$ cat config.mk
export PLATFORM = sky130hd
export DESIGN_NAME = vga_fetch_sched
export DESIGN_NICKNAME = d
export VERILOG_FILES = /design/src/rtl/vga_fetch_sched.sv
export SDC_FILE = /design/constraint.sdc
export NUM_CORES = 2
export LEC_CHECK = 0
export ABC_AREA = 0
export CORE_MARGIN = 4
export CORE_UTILIZATION = 43
export CTS_BUF_LIST = sky130_fd_sc_hd__clkbuf_16
export DETAILED_ROUTE_END_ITERATION = 7
export REMOVE_ABC_BUFFERS = 1
export SKIP_LAST_GASP = 1
export SLEW_MARGIN = 20
export SYNTH_ARGS = -nofsm -noshare
export SYNTH_HDL_FRONTEND = slang
export SYNTH_SLANG_ARGS = --single-unit
$ cat constraint.sdc
create_clock -name pixel_clk -period 6.6 [get_ports pixel_clk]
set_input_delay 1.32 -clock pixel_clk [delete_from_list [all_inputs] [get_ports pixel_clk]]
set_output_delay 1.32 -clock pixel_clk [all_outputs]
set_load 0.01 [all_outputs]
$ cat src/rtl/vga_fetch_sched.sv
// Pixel-domain framebuffer fetch scheduler: bursts framebuffer words into a
// show-ahead pixel FIFO that the display timing generator drains on demand.
// Optional build macro VGA_FETCH_STATS_EN adds a saturating underflow counter.
module vga_fetch_sched #(
    parameter int unsigned HDISP      = 800,
    parameter int unsigned VDISP      = 480,
    parameter logic [31:0] BASE_ADR   = 32'h0,
    parameter int unsigned FIFO_DEPTH = 64,
    parameter int unsigned BURST      = 16
) (
    input  logic        pixel_clk,
    input  logic        pixel_rst,
    input  logic        enable,
    input  logic        frame_sync,
    input  logic        pix_rd,
    output logic [23:0] pix_data,
    output logic        pix_valid,
    output logic        underflow,
    output logic        mem_req,
    output logic [31:0] mem_adr,
    input  logic        mem_ack,
    input  logic [31:0] mem_dat
`ifdef VGA_FETCH_STATS_EN
    ,
    output logic [15:0] underflow_cnt
`endif
);

    localparam int unsigned FRAME_WORDS = HDISP * VDISP;
    localparam int unsigned IDX_W  = (FRAME_WORDS > 1) ? $clog2(FRAME_WORDS) : 1;
    localparam int unsigned PTR_W  = (FIFO_DEPTH > 1) ? $clog2(FIFO_DEPTH) : 1;
    localparam int unsigned CNT_W  = $clog2(FIFO_DEPTH + 1);
    localparam int unsigned BEAT_W = (BURST > 1) ? $clog2(BURST) : 1;
    localparam int unsigned PIX_W  = 24;

    localparam logic [1:0] ST_SYNC_WAIT = 2'd0;
    localparam logic [1:0] ST_IDLE      = 2'd1;
    localparam logic [1:0] ST_BURST     = 2'd2;

    logic [1:0]        state, state_nxt;
    logic              req_nxt;
    logic [IDX_W-1:0]  idx, idx_nxt;
    logic [BEAT_W-1:0] beat, beat_nxt;
    logic [PTR_W-1:0]  rd_ptr, rd_nxt, wr_ptr, wr_nxt;
    logic [CNT_W-1:0]  count, cnt_nxt;
    logic [PIX_W-1:0]  head_nxt;
    logic [PIX_W-1:0]  fifo_mem [FIFO_DEPTH];
    logic              push, pop, flush, uf_set, empty, has_room;
    logic              unused_bits;

    assign empty       = (count == CNT_W'(0));
    assign has_room    = (count <= CNT_W'(FIFO_DEPTH - BURST));
    assign unused_bits = ^mem_dat[31:24];

    // State register
    always_ff @(posedge pixel_clk or posedge pixel_rst) begin
        if (pixel_rst) state <= ST_SYNC_WAIT;
        else           state <= state_nxt;
    end

    // Next-state, fetch sequencing and FIFO control
    always_comb begin
        state_nxt = state;
        req_nxt   = mem_req;
        idx_nxt   = idx;
        beat_nxt  = beat;
        push      = 1'b0;
        flush     = 1'b0;
        if (frame_sync) begin
            // Frame boundary aborts any burst and realigns fetch to pixel (0,0)
            flush     = 1'b1;
            idx_nxt   = '0;
            beat_nxt  = '0;
            req_nxt   = 1'b0;
            state_nxt = ST_IDLE;
        end else begin
            case (state)
                ST_SYNC_WAIT: ;
                ST_IDLE: begin
                    if (enable && has_room) begin
                        state_nxt = ST_BURST;
                        req_nxt   = 1'b1;
                        beat_nxt  = '0;
                    end
                end
                ST_BURST: begin
                    if (mem_ack) begin
                        push     = 1'b1;
                        idx_nxt  = (idx == IDX_W'(FRAME_WORDS - 1)) ? '0 : idx + IDX_W'(1);
                        beat_nxt = beat + BEAT_W'(1);
                        if (beat == BEAT_W'(BURST - 1)) begin
                            beat_nxt  = '0;
                            req_nxt   = 1'b0;
                            state_nxt = ST_IDLE;
                        end
                    end
                end
                default: state_nxt = ST_SYNC_WAIT;
            endcase
        end
        pop    = pix_rd && !empty && !frame_sync;
        uf_set = pix_rd && empty && !frame_sync;
    end

    // FIFO pointer/count update and next show-ahead head value
    always_comb begin
        rd_nxt  = rd_ptr;
        wr_nxt  = wr_ptr;
        cnt_nxt = count;
        if (flush) begin
            rd_nxt  = '0;
            wr_nxt  = '0;
            cnt_nxt = '0;
        end else begin
            if (pop)  rd_nxt = rd_ptr + PTR_W'(1);
            if (push) wr_nxt = wr_ptr + PTR_W'(1);
            case ({push, pop})
                2'b10:   cnt_nxt = count + CNT_W'(1);
                2'b01:   cnt_nxt = count - CNT_W'(1);
                default: cnt_nxt = count;
            endcase
        end
        if (cnt_nxt == CNT_W'(0))           head_nxt = '0;
        else if (push && wr_ptr == rd_nxt)  head_nxt = mem_dat[PIX_W-1:0];
        else                                head_nxt = fifo_mem[rd_nxt];
    end

    // Registered outputs and datapath state
    always_ff @(posedge pixel_clk or posedge pixel_rst) begin
        if (pixel_rst) begin
            mem_req   <= 1'b0;
            mem_adr   <= BASE_ADR;
            idx       <= '0;
            beat      <= '0;
            rd_ptr    <= '0;
            wr_ptr    <= '0;
            count     <= '0;
            pix_data  <= '0;
            pix_valid <= 1'b0;
            underflow <= 1'b0;
        end else begin
            mem_req   <= req_nxt;
            mem_adr   <= BASE_ADR + (32'(idx_nxt) << 2);
            idx       <= idx_nxt;
            beat      <= beat_nxt;
            rd_ptr    <= rd_nxt;
            wr_ptr    <= wr_nxt;
            count     <= cnt_nxt;
            pix_data  <= head_nxt;
            pix_valid <= (cnt_nxt != CNT_W'(0));
            if (flush)       underflow <= 1'b0;
            else if (uf_set) underflow <= 1'b1;
        end
    end

    // Pixel storage; contents are qualified by count so no reset is needed
    always_ff @(posedge pixel_clk) begin
        if (push) fifo_mem[wr_ptr] <= mem_dat[PIX_W-1:0];
    end

`ifdef VGA_FETCH_STATS_EN
    // Saturating count of pops attempted on an empty FIFO
    always_ff @(posedge pixel_clk or posedge pixel_rst) begin
        if (pixel_rst)                          underflow_cnt <= 16'h0000;
        else if (frame_sync)                    underflow_cnt <= 16'h0000;
        else if (uf_set && underflow_cnt != 16'hFFFF) underflow_cnt <= underflow_cnt + 16'd1;
    end
`endif

endmodule

==> Flow_metrics.wiki <==
{| class="wikitable"
! Metric !! Value
|-
| Most common library cell in the layout ignoring fill and taps || sky130_fd_sc_hd__edfxtp_1
|-
| Slew at the pin closest to its max-slew limit || 1.14 ns
|-
| I/O Pins || 97
|-
| Footprint of the flip-flops and latches || 47900 µm²
|-
| Crit path required time || 7.22 ns
|-
| Post-Syn Area || 63400 µm²
|-
| Max Buffers Root-to-Sink || 3
|-
| Lkg Pwr || 24.7 nW
|-
| Overall routed net length || 171000 µm
|-
| Number of buffers added on ports || 75
|-
| Clk slew on worst S/H paths || 0.06 ns
|-
| Fmax || 191 MHz
|-
| Hold buffers post-CTS || 0
|-
| Final Power || 21.2 mW
|-
| Post-detailed-route count of antenna-violating nets || 0
|-
| Setup CP Type || input pin to flip-flop
|-
| Congestion Overflow GR || 0
|-
| Final worst path period need || 5.23 ns
|-
| Wire length of the first global-routing pass || 250000 µm
|-
| Status || complete, no violations
|-
| Area growth from synthesis to layout || 13.8%
|-
| Via count || 38159
|-
| Arrival time reported for the critical path endpoint || 5.85 ns
|-
| Final estimated routing congestion in global placement || 0.794
|-
| Yosys reg bits || 1607
|-
| Critical path capture point type || flip-flop
|-
| Number of max-cap violations || 0
|-
| Yosys warning total || 0
|-
| Path type of the worst min-delay path || flip-flop to flip-flop
|-
| Longest individual stage delay on the worst path || 0.78 ns
|-
| Clock tree from TritonCTS || built
|-
| Setup Total Neg Slack || 0 ns
|-
| Post-CTS Resized || 0
|-
| Average wire per standard cell || 26.4 µm
|-
| Number of CTS-inserted buffers || 161
|-
| Setup bufs post-CTS || 0
|-
| RSZ-0062 raised after global routing || no
|-
| Worst max-slew margin expressed relative to the limit || 0.239
|-
| Final Hold Vio Count || 0
|-
| Part of the cycle the worst path needs || 0.793
|-
| Number of nets at the end of the flow || 4491
|-
| Clock root buffer master || sky130_fd_sc_hd__clkbuf_16
|-
| Effective utilization at floorplan || 0.434
|-
| Share of layout cells above drive strength 1 || 0.136
|-
| Initial antenna violation count || 3
|-
| Chain of cells forming the critical path || clkdlybuf4s50_1 -> inv_1 -> and3_1 -> clkinv_1 -> buf_4 -> ha_1 -> xor2_1 -> ha_1 -> a221oi_1 -> o221ai_1 -> xor2_1 -> nor2_1 -> or4_1 -> or4_1 -> buf_4 -> o21ai_0 -> nor4_1
|-
| HPWL after detailed placement || 90200 µm
|-
| Post-synth top area cell || sky130_fd_sc_hd__edfxtp_1
|-
| Worst-case vdd ir drop || 217 µV
|-
| Critical-path maximum fanout || 16
|-
| Number of synthesized flops with an enable pin || 1536
|-
| Num Clock Sinks || 1607
|-
| Multi-input combinational cell area || 14400 µm²
|-
| Number of instances in the synthesized netlist || 4325
|-
| H-tree Lvls || 4
|-
| # DRC || 0
|-
| Max-slew violation count || 0
|-
| Per-instance average area after synthesis || 14.7 µm²
|-
| Global-route usage over all layers || 0.221
|-
| Die X-Extent || 392 µm
|-
| Power density over the cells || 294 nW/µm²
|-
| Die extent in y || 392 µm
|-
| Violation count after the first detailed-routing iteration || 4584
|-
| Skew-Pair Late Insertion Delay || 0.79 ns
|-
| Slowest CP cell || sky130_fd_sc_hd__or4_1
|-
| Number of global-route vias before repair || 36436
|-
| Cell Rows || 140
|-
| Via density per instance || 5.87
|-
| Final setup violation count || 0
|-
| Fin Clk Skew || 0.0234 ns
|-
| Drt pass-1 iters || 6
|-
| Highest-count cells in the layout ignoring fill and taps || sky130_fd_sc_hd__edfxtp_1, sky130_fd_sc_hd__nand2_1, sky130_fd_sc_hd__a21oi_1, sky130_fd_sc_hd__nand3_1, sky130_fd_sc_hd__a22oi_1
|-
| Floorplan Core Area || 146000 µm²
|-
| Number of different library cells in the post-synthesis netlist || 70
|-
| Filler cell count in the final layout || 12197
|-
| Synth top area cells || sky130_fd_sc_hd__edfxtp_1, sky130_fd_sc_hd__nand2_1, sky130_fd_sc_hd__mux4_2, sky130_fd_sc_hd__dfrtp_1, sky130_fd_sc_hd__a22oi_1
|-
| Area share of the largest cell type after synthesis || 0.728
|-
| Async set or reset register ratio after synthesis || 0.0442
|-
| Buffers and inverters on the worst path || 5
|-
| Crit start category || input pin
|-
| Flip-flop cell with the highest count after synthesis || sky130_fd_sc_hd__edfxtp_1
|-
| Pin count of the biggest net entering global routing || 160
|-
| Post-synthesis sequential area ratio || 0.756
|-
| Ant. Diodes || 0
|-
| Die outline area || 154000 µm²
|-
| CP top delay family || simple AND/OR/NAND/NOR gates
|}
-- through the flow --
step                      utilization  cell area, µm²  setup WS, ns  hold slack [ns]  std cells
final                           0.494           72100          1.37            0.521       6500
after global routing            0.494           72100          1.14            0.554       6500
after CTS                       0.494           72100          1.46            0.516       6500
after detailed placement        0.458           66900         0.639            0.509       6200
after global placement          0.458           66900         0.651            0.502       6200
after floorplan                     -           62100        -30.22            0.476       4040
-- layer usage --
layer	GRT usage	wire, µm	vias to the layer above
met5	0	0	-
met4	0.0639	4430	0
met3	0.0425	15300	254
met2	0.341	78700	1675
met1	0.323	72900	19522
li1	-	-	16708
-- worst paths after layout --
path | from | to | slack, ns | depth (start not counted)
max in group asynchronous | pixel_rst | pix_data[21]$_DFF_PP0_ | 4.53 | 3
worst max register to register | count[2]$_DFF_PP0_ | pix_data[18]$_DFF_PP0_ | 1.51 | 15
worst max-delay path | frame_sync | pix_data[18]$_DFF_PP0_ | 1.37 | 17
min in group asynchronous | pixel_rst | mem_adr[15]$_DFFE_PP0P_ | 0.90 | 2
worst min-delay path | mem_adr[20]$_DFFE_PP0P_ | mem_adr[20]$_DFFE_PP0P_ | 0.52 | 1
worst min register to register | mem_adr[20]$_DFFE_PP0P_ | mem_adr[20]$_DFFE_PP0P_ | 0.52 | 1
-- cell type report --
class                   instances  area share
flip-flops and latches       1607       0.664
multi-input cells            2418       0.199
clock buffers                 167      0.0579
well taps                    1917      0.0332
repair buffers                243      0.0297
clock inverters               133      0.0149
inverters                      15     0.00101
-- sequential cells by signal, summed over array words and instances, names as in the netlist, 2 cells and up --
name / count
beat: 4
count: 7
fifo_mem: 1536
mem_adr: 19
pix_data: 24
rd_ptr: 6
state: 2
wr_ptr: 6
-- where the power goes --
group          internal (mW)  switching [mW]  total, mW
registers               11.2          0.0255       11.2
logic                  0.285           0.639      0.924
clock network           5.22            3.88       9.09
-- Yosys cell counts (6+ instances only) --
cell type                  count
sky130_fd_sc_hd__a21oi_1     318
sky130_fd_sc_hd__a221oi_1     19
sky130_fd_sc_hd__a22o_1       11
sky130_fd_sc_hd__a22oi_1     228
sky130_fd_sc_hd__a31oi_1      34
sky130_fd_sc_hd__a32oi_1      48
sky130_fd_sc_hd__and3_1       87
sky130_fd_sc_hd__buf_1        33
sky130_fd_sc_hd__buf_2        75
sky130_fd_sc_hd__buf_4        21
sky130_fd_sc_hd__clkbuf_1    162
sky130_fd_sc_hd__dfrtp_1      71
sky130_fd_sc_hd__edfxtp_1   1536
sky130_fd_sc_hd__ha_1          7
sky130_fd_sc_hd__inv_1         9
sky130_fd_sc_hd__mux2i_1      13
sky130_fd_sc_hd__mux4_2       97
sky130_fd_sc_hd__nand2_1     893
sky130_fd_sc_hd__nand2b_1      6
sky130_fd_sc_hd__nand3_1     305
sky130_fd_sc_hd__nand4_1      11
sky130_fd_sc_hd__nor2_1      117
sky130_fd_sc_hd__nor2b_1       8
sky130_fd_sc_hd__nor3_1       27
sky130_fd_sc_hd__nor4_1       17
sky130_fd_sc_hd__nor4_2       13
sky130_fd_sc_hd__o21ai_0      71
sky130_fd_sc_hd__xor2_1        8
-- cell families after synthesis --
| group | count (synthesis) | share of synthesized area |
|---|---|---|
| and+or+nand+nor | 1515 | 0.106 |
| muxes | 111 | 0.0369 |
| AOI/OAI and AO/OA | 758 | 0.0759 |
| xor gates and xnor gates | 14 | 0.00223 |
| DFF | 1607 | 0.756 |
| buffers and inverters | 312 | 0.0218 |
| adders and majority gates | 7 | 0.00138 |
| other | 1 | 0.0000592 |
(Power assumes the default switching activity.)
